File: src/rtl/rbusd_fill_collector_if.sv
// rbusd_fill_collector_if
//   Request bus (reqBus_*) and reply data bus (insBus_*) between a line-fill
//   requester and the L2 side.
//   master : requester/receiver end (drives reqBus_want/addr/req/want_excl,
//            samples reqBus_can and all insBus_* signals).
//   slave  : L2 end (the mirror image).
interface rbusd_fill_collector_if #(
   parameter int unsigned ADDR_WIDTH = 37,
   parameter int unsigned DATA_WIDTH = 512
);
   logic                  reqBus_want;
   logic                  reqBus_can;
   logic [ADDR_WIDTH-1:0] reqBus_addr;
   logic [4:0]            reqBus_req;
   logic                  reqBus_want_excl;

   logic                  insBus_used;
   logic                  insBus_second;
   logic [4:0]            insBus_req;
   logic                  insBus_dirty;
   logic                  insBus_excl;
   logic [DATA_WIDTH-1:0] insBus_data;

   modport master (
      output reqBus_want, reqBus_addr, reqBus_req, reqBus_want_excl,
      input  reqBus_can,
      input  insBus_used, insBus_second, insBus_req, insBus_dirty, insBus_excl, insBus_data
   );

   modport slave (
      input  reqBus_want, reqBus_addr, reqBus_req, reqBus_want_excl,
      output reqBus_can,
      output insBus_used, insBus_second, insBus_req, insBus_dirty, insBus_excl, insBus_data
   );
endinterface

File: src/rtl/rbusd_fill_collector.sv
// rbusd_fill_collector
//   Accepts line misses into REQ_SLOTS request slots, issues them on reqBus
//   with a want/can handshake (slot index = request ID), and reassembles the
//   two-beat insBus replies into full-line fills.
// Ports:
//   clk, rst           clock; asynchronous active-low reset
//   miss_en/addr/excl  miss request in; miss_ready = a slot is free
//   bus (master)       reqBus_* request out, insBus_* reply beats in
//   fill_*             one-cycle assembled line fill {second, first}
//   outstanding        number of busy slots
//   err_en             one-cycle pulse on a reply protocol violation
module rbusd_fill_collector #(
   parameter int unsigned REQ_SLOTS  = 4,
   parameter int unsigned ADDR_WIDTH = 37,
   parameter int unsigned DATA_WIDTH = 512
) (
   input  logic                    clk,
   input  logic                    rst,
   input  logic                    miss_en,
   input  logic [ADDR_WIDTH-1:0]   miss_addr,
   input  logic                    miss_excl,
   output logic                    miss_ready,
   rbusd_fill_collector_if.master  bus,
   output logic                    fill_en,
   output logic [ADDR_WIDTH-1:0]   fill_addr,
   output logic [2*DATA_WIDTH-1:0] fill_data,
   output logic                    fill_dirty,
   output logic                    fill_excl,
   output logic [3:0]              outstanding,
   output logic                    err_en
);
   localparam int unsigned IDW = (REQ_SLOTS > 1) ? $clog2(REQ_SLOTS) : 1;

   localparam logic [1:0] ST_FREE   = 2'd0;
   localparam logic [1:0] ST_PEND   = 2'd1;
   localparam logic [1:0] ST_ISSUED = 2'd2;
   localparam logic [1:0] ST_HALF   = 2'd3;

   logic [1:0]            r_state [REQ_SLOTS];
   logic [ADDR_WIDTH-1:0] r_addr  [REQ_SLOTS];
   logic                  r_excl  [REQ_SLOTS];

   logic                  r_want;
   logic [IDW-1:0]        r_req_id;

   logic                  r_half_vld;
   logic [IDW-1:0]        r_half_id;
   logic [DATA_WIDTH-1:0] r_half_data;
   logic                  r_half_dirty;
   logic                  r_half_excl;

   logic                    r_fill_en;
   logic [ADDR_WIDTH-1:0]   r_fill_addr;
   logic [2*DATA_WIDTH-1:0] r_fill_data;
   logic                    r_fill_dirty;
   logic                    r_fill_excl;
   logic                    r_err_en;

   logic           w_any_free;
   logic [IDW-1:0] w_alloc_id;
   logic           w_accept;
   logic           w_hs;
   logic           w_next_vld;
   logic [IDW-1:0] w_next_id;
   logic [3:0]     w_outstanding;
   logic           w_id_ok;
   logic [IDW-1:0] w_id;
   logic           w_first;
   logic           w_fill;
   logic           w_err;

   // Lowest-index free slot and busy count, from registered state only.
   always_comb begin
      w_any_free    = 1'b0;
      w_alloc_id    = '0;
      w_outstanding = '0;
      for (int unsigned i = 0; i < REQ_SLOTS; i++) begin
         if (r_state[i] == ST_FREE) begin
            if (!w_any_free) w_alloc_id = i[IDW-1:0];
            w_any_free = 1'b1;
         end else begin
            w_outstanding = w_outstanding + 4'd1;
         end
      end
   end

   assign miss_ready = rst & w_any_free;
   assign w_accept   = miss_en & miss_ready;
   assign w_hs       = r_want & bus.reqBus_can;

   // The presented request is latched so addr/req/excl stay stable while
   // stalled, even if a lower free slot is allocated meanwhile. A slot being
   // allocated this edge is already a candidate, giving want one cycle later.
   always_comb begin
      w_next_vld = 1'b0;
      w_next_id  = '0;
      for (int unsigned i = 0; i < REQ_SLOTS; i++) begin
         if (!w_next_vld &&
             ((r_state[i] == ST_PEND && !(w_hs && 32'(r_req_id) == i)) ||
              (w_accept && 32'(w_alloc_id) == i))) begin
            w_next_vld = 1'b1;
            w_next_id  = i[IDW-1:0];
         end
      end
   end

   // Reply decode. While a half line is buffered, anything but its second
   // beat aborts it; the offending beat itself is not otherwise acted on.
   assign w_id_ok = 32'(bus.insBus_req) < REQ_SLOTS;
   assign w_id    = bus.insBus_req[IDW-1:0];
   assign w_fill  = r_half_vld & bus.insBus_used & bus.insBus_second &
                    (32'(bus.insBus_req) == 32'(r_half_id));
   assign w_first = !r_half_vld && bus.insBus_used && !bus.insBus_second &&
                    w_id_ok && (r_state[w_id] == ST_ISSUED);
   assign w_err   = (r_half_vld && !w_fill) ||
                    (!r_half_vld && bus.insBus_used && !w_first);

   always_ff @(posedge clk or negedge rst) begin
      if (!rst) begin
         for (int unsigned i = 0; i < REQ_SLOTS; i++) begin
            r_state[i] <= ST_FREE;
            r_addr[i]  <= '0;
            r_excl[i]  <= 1'b0;
         end
         r_want       <= 1'b0;
         r_req_id     <= '0;
         r_half_vld   <= 1'b0;
         r_half_id    <= '0;
         r_half_data  <= '0;
         r_half_dirty <= 1'b0;
         r_half_excl  <= 1'b0;
         r_fill_en    <= 1'b0;
         r_fill_addr  <= '0;
         r_fill_data  <= '0;
         r_fill_dirty <= 1'b0;
         r_fill_excl  <= 1'b0;
         r_err_en     <= 1'b0;
      end else begin
         for (int unsigned i = 0; i < REQ_SLOTS; i++) begin
            if (w_accept && 32'(w_alloc_id) == i) begin
               r_state[i] <= ST_PEND;
               r_addr[i]  <= miss_addr;
               r_excl[i]  <= miss_excl;
            end else if (w_hs && 32'(r_req_id) == i) begin
               r_state[i] <= ST_ISSUED;
            end else if (w_first && 32'(w_id) == i) begin
               r_state[i] <= ST_HALF;
            end else if (r_half_vld && 32'(r_half_id) == i) begin
               r_state[i] <= w_fill ? ST_FREE : ST_ISSUED;
            end
         end

         if (!(r_want && !bus.reqBus_can)) begin
            r_want   <= w_next_vld;
            r_req_id <= w_next_id;
         end

         r_half_vld <= w_first;
         if (w_first) begin
            r_half_id    <= w_id;
            r_half_data  <= bus.insBus_data;
            r_half_dirty <= bus.insBus_dirty;
            r_half_excl  <= bus.insBus_excl;
         end

         r_fill_en <= w_fill;
         if (w_fill) begin
            r_fill_addr  <= r_addr[r_half_id];
            r_fill_data  <= {bus.insBus_data, r_half_data};
            r_fill_dirty <= r_half_dirty;
            r_fill_excl  <= r_half_excl;
         end
         r_err_en <= w_err;
      end
   end

   assign bus.reqBus_want      = r_want;
   assign bus.reqBus_addr      = r_addr[r_req_id];
   assign bus.reqBus_req       = 5'(r_req_id);
   assign bus.reqBus_want_excl = r_excl[r_req_id];

   assign fill_en     = r_fill_en;
   assign fill_addr   = r_fill_addr;
   assign fill_data   = r_fill_data;
   assign fill_dirty  = r_fill_dirty;
   assign fill_excl   = r_fill_excl;
   assign outstanding = w_outstanding;
   assign err_en      = r_err_en;
endmodule

File: src/flat_wrapper.sv
// flat-port wrapper written by rule: the top's interface ports become plain ports
module rbusd_fill_collector_flat 
#(
   parameter int unsigned REQ_SLOTS  = 4,
   parameter int unsigned ADDR_WIDTH = 37,
   parameter int unsigned DATA_WIDTH = 512
)
  (clk, rst, miss_en, miss_addr, miss_excl, miss_ready, fill_en, fill_addr, fill_data, fill_dirty, fill_excl, outstanding, err_en, bus_reqBus_want, bus_reqBus_addr, bus_reqBus_req, bus_reqBus_want_excl, bus_reqBus_can, bus_insBus_used, bus_insBus_second, bus_insBus_req, bus_insBus_dirty, bus_insBus_excl, bus_insBus_data);
  rbusd_fill_collector_if #(.ADDR_WIDTH(ADDR_WIDTH), .DATA_WIDTH(DATA_WIDTH)) bus_i ();
  input  logic clk;
  input  logic rst;
  input  logic miss_en;
  input  logic [ADDR_WIDTH-1:0] miss_addr;
  input  logic miss_excl;
  output logic miss_ready;
  output logic fill_en;
  output logic [ADDR_WIDTH-1:0] fill_addr;
  output logic [2*DATA_WIDTH-1:0] fill_data;
  output logic fill_dirty;
  output logic fill_excl;
  output logic [3:0] outstanding;
  output logic err_en;
  output wire logic [$bits(bus_i.reqBus_want)-1:0] bus_reqBus_want;
  output wire logic [$bits(bus_i.reqBus_addr)-1:0] bus_reqBus_addr;
  output wire logic [$bits(bus_i.reqBus_req)-1:0] bus_reqBus_req;
  output wire logic [$bits(bus_i.reqBus_want_excl)-1:0] bus_reqBus_want_excl;
  input wire logic [$bits(bus_i.reqBus_can)-1:0] bus_reqBus_can;
  input wire logic [$bits(bus_i.insBus_used)-1:0] bus_insBus_used;
  input wire logic [$bits(bus_i.insBus_second)-1:0] bus_insBus_second;
  input wire logic [$bits(bus_i.insBus_req)-1:0] bus_insBus_req;
  input wire logic [$bits(bus_i.insBus_dirty)-1:0] bus_insBus_dirty;
  input wire logic [$bits(bus_i.insBus_excl)-1:0] bus_insBus_excl;
  input wire logic [$bits(bus_i.insBus_data)-1:0] bus_insBus_data;
  assign bus_reqBus_want = bus_i.reqBus_want;
  assign bus_reqBus_addr = bus_i.reqBus_addr;
  assign bus_reqBus_req = bus_i.reqBus_req;
  assign bus_reqBus_want_excl = bus_i.reqBus_want_excl;
  assign bus_i.reqBus_can = bus_reqBus_can;
  assign bus_i.insBus_used = bus_insBus_used;
  assign bus_i.insBus_second = bus_insBus_second;
  assign bus_i.insBus_req = bus_insBus_req;
  assign bus_i.insBus_dirty = bus_insBus_dirty;
  assign bus_i.insBus_excl = bus_insBus_excl;
  assign bus_i.insBus_data = bus_insBus_data;
  rbusd_fill_collector #(.REQ_SLOTS(REQ_SLOTS), .ADDR_WIDTH(ADDR_WIDTH), .DATA_WIDTH(DATA_WIDTH)) u_core (.clk(clk), .rst(rst), .miss_en(miss_en), .miss_addr(miss_addr), .miss_excl(miss_excl), .miss_ready(miss_ready), .bus(bus_i), .fill_en(fill_en), .fill_addr(fill_addr), .fill_data(fill_data), .fill_dirty(fill_dirty), .fill_excl(fill_excl), .outstanding(outstanding), .err_en(err_en));
endmodule
File: config.mk
export PLATFORM = sky130hd
export DESIGN_NAME = rbusd_fill_collector_flat
export DESIGN_NICKNAME = d
export VERILOG_FILES = /design/src/rtl/rbusd_fill_collector_if.sv /design/src/rtl/rbusd_fill_collector.sv /design/src/flat_wrapper.sv
export SDC_FILE = /design/constraint.sdc
export NUM_CORES = 2
export LEC_CHECK = 0
export BUFFER_PORTS_ARGS = -buffer_cell sky130_fd_sc_hd__buf_2
export CAP_MARGIN = 5
export CORE_AREA = 2 2 650 652
export CTS_BUF_LIST = sky130_fd_sc_hd__clkbuf_4 sky130_fd_sc_hd__clkbuf_8
export CTS_CLUSTER_SIZE = 40
export DETAILED_ROUTE_END_ITERATION = 12
export DIE_AREA = 0 0 652 654
export PLACE_DENSITY = 0.3
export SYNTH_ARGS = -nofsm -noshare
export SYNTH_HDL_FRONTEND = slang
export SYNTH_SLANG_ARGS = --single-unit
File: constraint.sdc
create_clock -name clk -period 3.63 [get_ports clk]
set_input_delay 0.5445 -clock clk [delete_from_list [all_inputs] [get_ports clk]]
set_output_delay 0.5445 -clock clk [all_outputs]
set_load 0.02 [all_outputs]
==> flow_metrics.py <==
metrics = {
    "status": {
        "outcome": "complete, no violations",
    },
    "grt": {
        "grt.total_usage": 0.1506,
        "antenna_found_initial": 72,
        "overflow": 0,
        "grt_pass1_wl_um": 458200,
        "grt_pass1_vias": 55980,
        "grt_start_max_net_pins": 148,
    },
    "cts": {
        "cts_tree": "done",
        "cts-root-buf": "clkbuf_8",
        "clk_pin_slew_worst_paths_ns": 0.06,
        "cts_max_level": 5,
        "cts_buffers": 354,
        "clk_latency_ns": 1.09,
        "cts.sinks": 1745,
        "cts_buffer_depth": 4,
    },
    "timing": {
        "setup_violations": 0,
        "finalMaxSlewViolations": 0,
        "finalWorstSetupSlack_ns": 0.1978,
        "tightest_slew_ns": 1.052,
        "fin_tns_setup_ns": 0,
        "period_share": 0.9455,
        "final_hold_viol_count": 0,
        "fin_crit_ns": 3.432,
        "slew_headroom": 0.2984,
        "clock_skew_ns": 0.09931,
        "max_freq_ghz": 0.2914,
    },
    "synthesis": {
        "ys.flop_type": "dfrtp_1",
        "async_flop_share": 1.000,
        "netlist_instances": 6123,
        "synth_edf_count": 0,
        "synth.ff_latch_count": 1745,
        "synthesis.area_um2": 68330,
        "syn_area_per_cell_um2": 11.16,
        "synth_top_area_frac": 0.6390,
        "yosys-top-cells-area": "dfrtp_1 (64%), nand2_1 (18%), mux2_2 (11%)",
        "synth_area_leader_cell": "dfrtp_1",
        "ys_types": 51,
        "ys_seq_area_frac": 0.6390,
        "ys_warn_count": 0,
    },
    "die": {
        "dieArea_um2": 426400,
        "die_width_um": 652,
        "die_height_um": 654,
        "core_um2": 419300,
        "row_count": 238,
        "start_util": 0.1630,
        "ios": 1677,
    },
    "detailed_routing": {
        "drc": 0,
        "ant_nets": 0,
        "avgViaCountPerCell": 3.720,
        "drt_pass1_iterations": 5,
        "first_iter_violations": 2729,
        "wire_per_inst_um": 23.26,
        "wl_um": 332800,
        "vias": 53210,
    },
    "setup_path": {
        "crit_fanout": 6,
        "cp-endpoint": "outstanding[1]",
        "worst_ep_required_time_ns": 3.09,
        "r2r_cells": 5,
        "r2r-end": "u_core.r_half_data[319]",
        "reg2reg_slack_ns": 0.88,
        "startpoint_type": "flip-flop",
        "criticalPathCategory": "flip-flop to primary output",
        "endpoint_kind": "primary output",
        "r2r_start": "u_core.r_half_vld",
        "crit_arrival_ns": 2.89,
        "startpoint": "u_core.r_state[7]",
    },
    "placement": {
        "dpl_worst_slack_ns": 0.5154,
        "dp_hpwl_um": 247600,
        "place_congestion": 0.8537,
        "io_buffers": 1672,
    },
    "power": {
        "vdd_ir_drop_max_v": 0.0002673,
        "p_per_area_nw_per_um2": 556.9,
        "p_leak_nw": 51.94,
    },
    "final_layout": {
        "final_common_cell": "nand2_1",
        "area_growth_pct": 39.90,
        "nets": 9061,
        "drive_above_1_share": 0.3615,
        "layout_common_cells": "nand2_1 (3196), dfrtp_1 (1741), buf_2 (1670), mux2_2 (669), dlygate4sd3_1 (561)",
    },
    "job": {
        "cap_viol_max_count": 0,
    },
    "min_path": {
        "min_from": "bus_insBus_data[157]",
        "hold_class": "input pin to flip-flop",
    },
}
## cell usage after synthesis, types with 5 or more instances
cell type     n
mux4_2       75
nor2b_1       5
nand2_1    3196
xnor2_1       5
a21oi_1       7
buf_1         6
nand3_1       5
nor2_1       11
mux2_2      669
dfrtp_1    1745
clkbuf_1     55
inv_1         7
buf_2        86
buf_4        16
nand2b_1      6
buf_6       174
## registers in the layout (all words and copies together) (netlist names), 2 cells and up
register / count
u_core.fill_addr: 37
u_core.fill_data: 1024
u_core.r_addr: 148
u_core.r_excl: 4
u_core.r_half_data: 512
u_core.r_half_id: 2
u_core.r_req_id: 2
u_core.r_state: 8
## layout make-up
type | instances | area, um2
clock buffer | 555 | 6794
multi-input combinational | 4037 | 22040
inverter | 7 | 26.28
tap | 5520 | 6907
timing repair buffer | 2349 | 15470
fill | 45840 | 323700
clock inverter | 54 | 600.6
antenna | 36 | 90.09
sequential | 1745 | 43670
## power by group
part,internal (W),switching [W]
logic,0.00395,0.00382
clock network,0.0124,0.00950
registers,0.0220,0.00152
total,0.0384,0.0148
## cell families (layout without fill, tap and decap cells)
logic type,count (synthesis),in the layout,share of synthesized area
mux,747,747,0.1354
simple gates,3251,3251,0.1808
buf+inv,344,2965,0.04047
compound gates,26,26,0.002893
flops,1745,1745,0.6390
fa+ha+maj,4,4,0.0007324
xor+xnor,5,5,0.0006408
other cells,1,40,0.00005488
## worst max-delay path, stage by stage (launching register included)
cell and delay [ns]:
dfrtp_1 0.40, or2_4 0.31, ha_4 0.25, xnor2_4 0.14, ha_1 0.28, mux2_2 0.26, buf_4 0.17
## routing by layer
layer	part of all wire	vias up	track usage
met5	0.00044	-	0
met4	0.039	22	0.05294
met3	0.072	554	0.04740
met2	0.51	1565	0.2682
met1	0.38	26780	0.1683
li1	-	24290	-
## through the flow
step	instances	total power, W	util	hold slack (ns)	instance area (um2)
2_1_floorplan	6126	0.02775	-	0.2489	68350
3_3_place_gp	13090	0.03104	0.1965	0.4434	82370
3_5_place_dp	13090	0.03123	0.1965	0.4502	82370
4_1_cts	14270	0.05453	0.2277	0.006625	95480
5_1_grt	14290	0.05602	0.2279	0.09579	95560
6_report	14300	0.05324	0.2280	0.1995	95600
## timing repair
| action | in CTS | in global routing |
|---|---|---|
| setup buffers | 3 | 2 |
| pin swaps | 1 | 4 |
| gates resized for setup | 9 | 2 |
| endpoints found under the setup margin | 20 | 1 |
| hold endpoints to repair | 1660 | 0 |
| hold buffers | 562 | 0 |
## worst min-delay path by stage
stage	cells past startpoint	endpoint	slack, ns
finish	4	u_core.fill_data[669]	0.20
global route	4	u_core.fill_data[669]	0.1
CTS	4	u_core.fill_data[669]	0.007
detailed placement	2	u_core.fill_data[37]	0.45
global placement	2	u_core.fill_data[276]	0.44
floorplan	0	u_core.bus.reqBus_want	0.25
(Power assumes the default switching activity.)
